**src/rtl/alu.sv**
```systemverilog
// Clocked ALU: eight operations on A/B, result and status flags
// captured together in one output register (1-cycle latency).
module alu #(
    parameter int WIDTH = 8
) (
    input  logic             clk,
    input  logic             rst,
    input  logic [WIDTH-1:0] A,
    input  logic [WIDTH-1:0] B,
    input  logic [2:0]       ALU_Sel,
    output logic [WIDTH-1:0] ALU_Out,
    output logic             Zero_Flag,
    output logic             Carry_Flag,
    output logic             Negative_Flag,
    output logic             Overflow_Flag
);

    localparam int MSB = WIDTH - 1;

    typedef enum logic [2:0] {
        OP_ADD = 3'b000,
        OP_SUB = 3'b001,
        OP_AND = 3'b010,
        OP_OR  = 3'b011,
        OP_XOR = 3'b100,
        OP_NOT = 3'b101,
        OP_SHL = 3'b110,
        OP_SHR = 3'b111
    } op_e;

    logic [WIDTH:0]   sum;
    logic [WIDTH:0]   diff;
    logic [WIDTH-1:0] r;
    logic             c;
    logic             v;

    // Extra top bit holds the add carry-out / subtract borrow.
    assign sum  = {1'b0, A} + {1'b0, B};
    assign diff = {1'b0, A} - {1'b0, B};

    always_comb begin
        r = '0;
        c = 1'b0;
        v = 1'b0;
        case (op_e'(ALU_Sel))
            OP_ADD: begin
                r = sum[MSB:0];
                c = sum[WIDTH];
                v = (A[MSB] == B[MSB]) && (r[MSB] != A[MSB]);
            end
            OP_SUB: begin
                r = diff[MSB:0];
                c = diff[WIDTH];
                v = (A[MSB] != B[MSB]) && (r[MSB] != A[MSB]);
            end
            OP_AND: r = A & B;
            OP_OR:  r = A | B;
            OP_XOR: r = A ^ B;
            OP_NOT: r = ~A;
            OP_SHL: begin
                r = {A[MSB-1:0], 1'b0};
                c = A[MSB];
            end
            OP_SHR: begin
                r = {1'b0, A[MSB:1]};
                c = A[0];
            end
            default: begin
                r = '0;
                c = 1'b0;
                v = 1'b0;
            end
        endcase
    end

    always_ff @(posedge clk) begin
        if (rst) begin
            ALU_Out       <= '0;
            Zero_Flag     <= 1'b1;
            Carry_Flag    <= 1'b0;
            Negative_Flag <= 1'b0;
            Overflow_Flag <= 1'b0;
        end else begin
            ALU_Out       <= r;
            Zero_Flag     <= (r == '0);
            Carry_Flag    <= c;
            Negative_Flag <= r[MSB];
            Overflow_Flag <= v;
        end
    end

endmodule

```
**config.mk**
```make
export PLATFORM = sky130hd
export DESIGN_NAME = alu
export DESIGN_NICKNAME = d
export VERILOG_FILES = /design/src/rtl/alu.sv
export SDC_FILE = /design/constraint.sdc
export NUM_CORES = 1
export LEC_CHECK = 0
export BUFFER_PORTS_ARGS = -buffer_cell sky130_fd_sc_hd__buf_4
export CORE_MARGIN = 4
export CORE_UTILIZATION = 50
export CTS_CLUSTER_DIAMETER = 30
export DETAILED_ROUTE_END_ITERATION = 8
export PLACE_DENSITY = 0.73
export SYNTH_ARGS = -nofsm -noshare
export SYNTH_HDL_FRONTEND = slang
export SYNTH_SLANG_ARGS = --single-unit
```
**constraint.sdc**
```tcl
create_clock -name clk -period 3 [get_ports clk]
set_input_delay 0.6 -clock clk [delete_from_list [all_inputs] [get_ports clk]]
set_output_delay 0.6 -clock clk [all_outputs]
set_load 0.05 [all_outputs]
```
**After elaboration in Yosys (flattened, before gate mapping)**

Index checks and enable logic that the tools add are counted.

- $add $sub $neg: 2
- Equal/unequal tests: 11
- Mux-type cells: 3
- Bitwise gates (word level): 4
- Reductions and logical operators: 4

Operators by type and width:

| cell | count |
|---|---|
| $pmux W8 S8 | 1 |
| $eq A3 B3 Y1 const B | 4 |
| $add A8 B8 Y9 | 1 |
| $sub A8 B8 Y9 | 1 |
| $and A8 B8 Y8 | 1 |
| $logic_not A8 Y1 | 1 |
| $not A8 Y8 | 1 |
| $or A8 B8 Y8 | 1 |
| $xor A8 B8 Y8 | 1 |
| $eq A3 B2 Y1 const B | 2 |
| $pmux W1 S4 | 1 |
| $eq A3 B1 Y1 const B | 1 |
| $logic_not A3 Y1 | 1 |
| $ne A1 B1 Y1 | 3 |
| $logic_and A1 B1 Y1 | 2 |
| $pmux W1 S2 | 1 |
| $eq A1 B1 Y1 | 1 |

- Register bits after elaboration: 12
- Input port bits: 21
- Output and inout bits: 12
- Word-level logic and storage cells: 29

**Depth between registers and ports, before layout**

- Word-level depth: 4
- Gate-level depth with buffers: 10
- Depth with buffers taken out: 10

**Worst setup path after synthesis**

OpenSTA, ideal clock, no wires.

- Path kind: input to register
- From: input port A[0]
- To: register Zero_Flag
- Library setup time: 96 ps
- Arrival: 2,414 ps
- Required time: 2,904 ps
- Setup slack: 491 ps
- Stages: 8
- Buffers on the path: 0
- Path through: ha_1 > fa_1 > a21o_1 > o21ba_1 > o31ai_1 > a22oi_1 > o2bb2ai_1 > o41ai_2

- Longest elaborated chain between the ends: 3
- Elaborated cells on any way between the ends: 8
- Those cells by class: add/sub (2); mux (1); bitwise (4); reduce/logical (1)

RTL lines:

| element | line | text |
|---|---|---|
| start: declaration | 8 | `input logic [WIDTH-1:0] A,` |
| $sub A8 B8 Y9, or another cell as far along | 39 | `assign diff = {1'b0, A} - {1'b0, B};` |
| $pmux W8 S8 (*) | 45 | `case (op_e'(ALU_Sel))` |
| $logic_not A8 Y1 (*) | 85 | `Zero_Flag <= (r == '0);` |
| end signal: assignment | 85 |  |
| end: declaration | 12 | `output logic Zero_Flag,` |

Mark *: on every way between the ends. The rest lies on a longest branch, timed or not.
A chain may end at the register's enable or synchronous reset.

**Worst setup path after layout**

Ends and elaborated chain as after synthesis.

==> metrics.md <==
| Metric | Value |
|---|---|
| Status | completed |
| Hold WC Path Type | in2reg |
| Vias post-DR | 1,716 |
| Static Leak | 0.981 nW |
| Worst setup path category | in2reg |
| CTS Buffer Depth | 2 |
| Vias in the first global route | 1,610 |
| Core ar. | 0.00344 sq mm |
| CTS tree | yes |
| # hold bufs at CTS | 0 |
| WHS | 599 ps |
| Final hold viol count | 0 |
| I/O Pins | 33 |
| Final net count | 303 |
| Arrival time at the worst endpoint | 2730 ps |
| Max Fanout on Critical Path | 5 |
| Post-synthesis cell type count | 59 |
| Post-route antenna net violation count | 0 |
| Antenna cells | 0 |
| Critical Path, Cell by Cell | buf_4 -> inv_1 -> ha_1 -> inv_1 -> fa_1 -> nor3b_1 -> a311oi_1 -> o32a_1 -> nor4_1 -> nand4_1 -> o41ai_2 |
| Final setup TNS | 0 ps |
| Total die area | 0.00470 sq mm |
| Post-place setup slack | 201 ps |
| Cell count after synthesis | 235 |
| Mean area per synthesized cell | 7.79 sq um |
| EDFF count, synth | 0 |
| Root Driver | clkbuf_8 |
| Ys flop type | dfxtp_1 |
| Vias per cell | 5.70 |
| Layout cells sized above 1 | 18.0% |
| Max-slew headroom | 69.0% |
| Horiz. Die Dim | 68.5 um |
| First-pass GRT wire length | 7.39 mm |
| Sequential cell area fraction in the yosys report | 12.0% |
| Non-filler cells, final | 301 |
| Worst slew pin tran | 461 ps |
| Pwr/cell area | 319 mW/mm^2 |
| Synth warnings | 0 |
| FILL cells | 342 |
| Final wirelength | 4.28 mm |
| Final cycle utilization of the critical path | 86.4% |
| Crit path top cell by count | inv_1 |
| Initial DRC count | 135 |
| Worst setup SP type | primary input |
| Slowest cell on the critical path | fa_1 |
| Synth-to-Final Area Change | 12.7% |
| RSZ-0062 raised after global routing | false |
| Fin. max-slew vios | 0 |
| Min-delay src | rst |
| Drt first pass iters | 4 |
| Max Freq | 386 MHz |
| CTS Sinks | 11 |
| Largest net degree at the start of global routing | 37 |
| Max_cap viols | 0 |
| Max H-tree Level | 1 |
| RD Place Congestion | 0.856 |
| Post-synth ARST share | 0% |
| Global route overflow | 0 |
| Post-Syn Area | 0.00183 sq mm |
| Hold path cells | 2 |
| # rows | 21 |
| Setup ws final | 409 ps |
| Initial Util | 53.2% |
| All-layer global routing usage | 20.2% |
| # DRC | 0 |
| Inserted Clock Buffers | 3 |
| HPWL after DPL | 3.33 mm |
| Setup Viol. Count Final | 0 |
| Clock transition at the registers of the reported paths | 50 ps |
| Min-Delay Endpoint | Overflow_Flag |
| Die Ht | 68.5 um |
| Peak VDD IR | 92.0 uV |
| WL/cell | 14.2 um |
| Critical path data required time | 3140 ps |
| Placed cells | 297 |
| Net Count, Synth | 282 |
| Yosys reg bits | 11 |
| Port Buffer Count | 32 |
| Resize count post-CTS | 0 |
| Minimum clock period | 2590 ps |
| Worst setup EP type | flip-flop |
| Total setup buffers inserted after CTS | 0 |
| CP max stage delay | 430 ps |
| Initial antenna violation count | 0 |
[power breakdown]
group          total [W]  leakage (nW)  internal, W  switching (W)
Clock           0.000140        0.0228    0.0000926      0.0000477
Combinational   0.000355         0.867     0.000141       0.000213
Sequential      0.000163        0.0911     0.000160     0.00000330
[cells in the final DEF (no fill, tap or decap), drive strengths merged, types with 3 or more instances in the layout]
| master | n |
|---|---|
| mux2i | 9 |
| buf | 32 |
| and2 | 5 |
| o31ai | 3 |
| a211oi | 3 |
| xnor2 | 4 |
| nand2 | 10 |
| nor3 | 3 |
| nand2b | 11 |
| o22ai | 4 |
| o32ai | 3 |
| nor2 | 22 |
| a21oi | 12 |
| a21o | 4 |
| ha | 24 |
| nor3b | 4 |
| a221oi | 6 |
| o21ai | 11 |
| nor2b | 9 |
| clkbuf | 4 |
| inv | 25 |
| dfxtp | 11 |
[metal layers]
| layer | vias up | part of all wire [%] | track usage [%] |
|---|---|---|---|
| met5 | - | 0 | 0 |
| met2 | 56 | 47 | 34.2 |
| met1 | 791 | 46 | 27.8 |
| met3 | 4 | 6.8 | 1.62 |
| li1 | 865 | - | - |
| met4 | 0 | 0.70 | 3.97 |
[through the flow]
step	instance area (sq um)	util, %	power, W
after floorplan	1830	-	0.000433
after global routing	2060	60.0	0.000712
after global placement	2020	58.7	0.000516
after detailed placement	2020	58.7	0.000516
after CTS	2060	60.0	0.000659
final	2060	60.0	0.000658
[state kept, by name, indices dropped and copies added (netlist names)]
name,flops
Zero_Flag,1
ALU_Out,8
Carry_Flag,1
Overflow_Flag,1
[Yosys cell counts, types with 5 or more instances]
cell / instances / area share [%]
inv_1: 25 / 5.1
ha_1: 24 / 16
nor2_1: 22 / 4.5
a21oi_1: 12 / 3.3
dfxtp_1: 11 / 12
nand2b_1: 11 / 3.8
nand2_1: 10 / 2.0
o21ai_0: 10 / 2.7
mux2i_1: 9 / 4.9
nor2b_1: 9 / 3.1
buf_4: 6 / 2.5
a221oi_1: 5 / 2.4
and2_1: 5 / 1.7
[cells by family (layout without fill, tap and decap cells)]
family	after synthesis	in the layout	synth area share, %
simple gates	75	75	22.3
compound gates	65	65	26.7
buf+inv	41	61	11.1
fa+ha+maj	26	26	18.6
mux	11	11	6.35
flops	11	11	12.0
xor+xnor	6	6	2.87
[layout make-up]
type / count / area [sq um] / area share [%]
clock buffer: 4 / 45.0 / 2.18
inverter: 25 / 93.8 / 4.55
multi-input combinational: 183 / 1410 / 68.2
sequential: 11 / 220 / 10.7
tap: 46 / 57.6 / 2.79
timing repair buffer: 32 / 240 / 11.6
[worst max path at each step]
stage | cells past startpoint | slack [ps] | start | end
global placement | 11 | 240 | A[0] | Zero_Flag
detailed placement | 11 | 200 | A[0] | Zero_Flag
floorplan | 8 | 490 | A[0] | Zero_Flag
CTS | 11 | 440 | A[0] | Zero_Flag
finish | 11 | 410 | A[0] | Zero_Flag
global route | 11 | 140 | A[0] | Zero_Flag
[worst max-delay path, delay by kind of cell]
kind | cells | cell delay [ps]
adder cells (fa/ha/maj) | 2 | 610
AND/OR/NAND/NOR | 3 | 650
AO/OA/AOI/OAI | 3 | 600
buffers and inverters | 3 | 270
(Power assumes the default switching activity.)
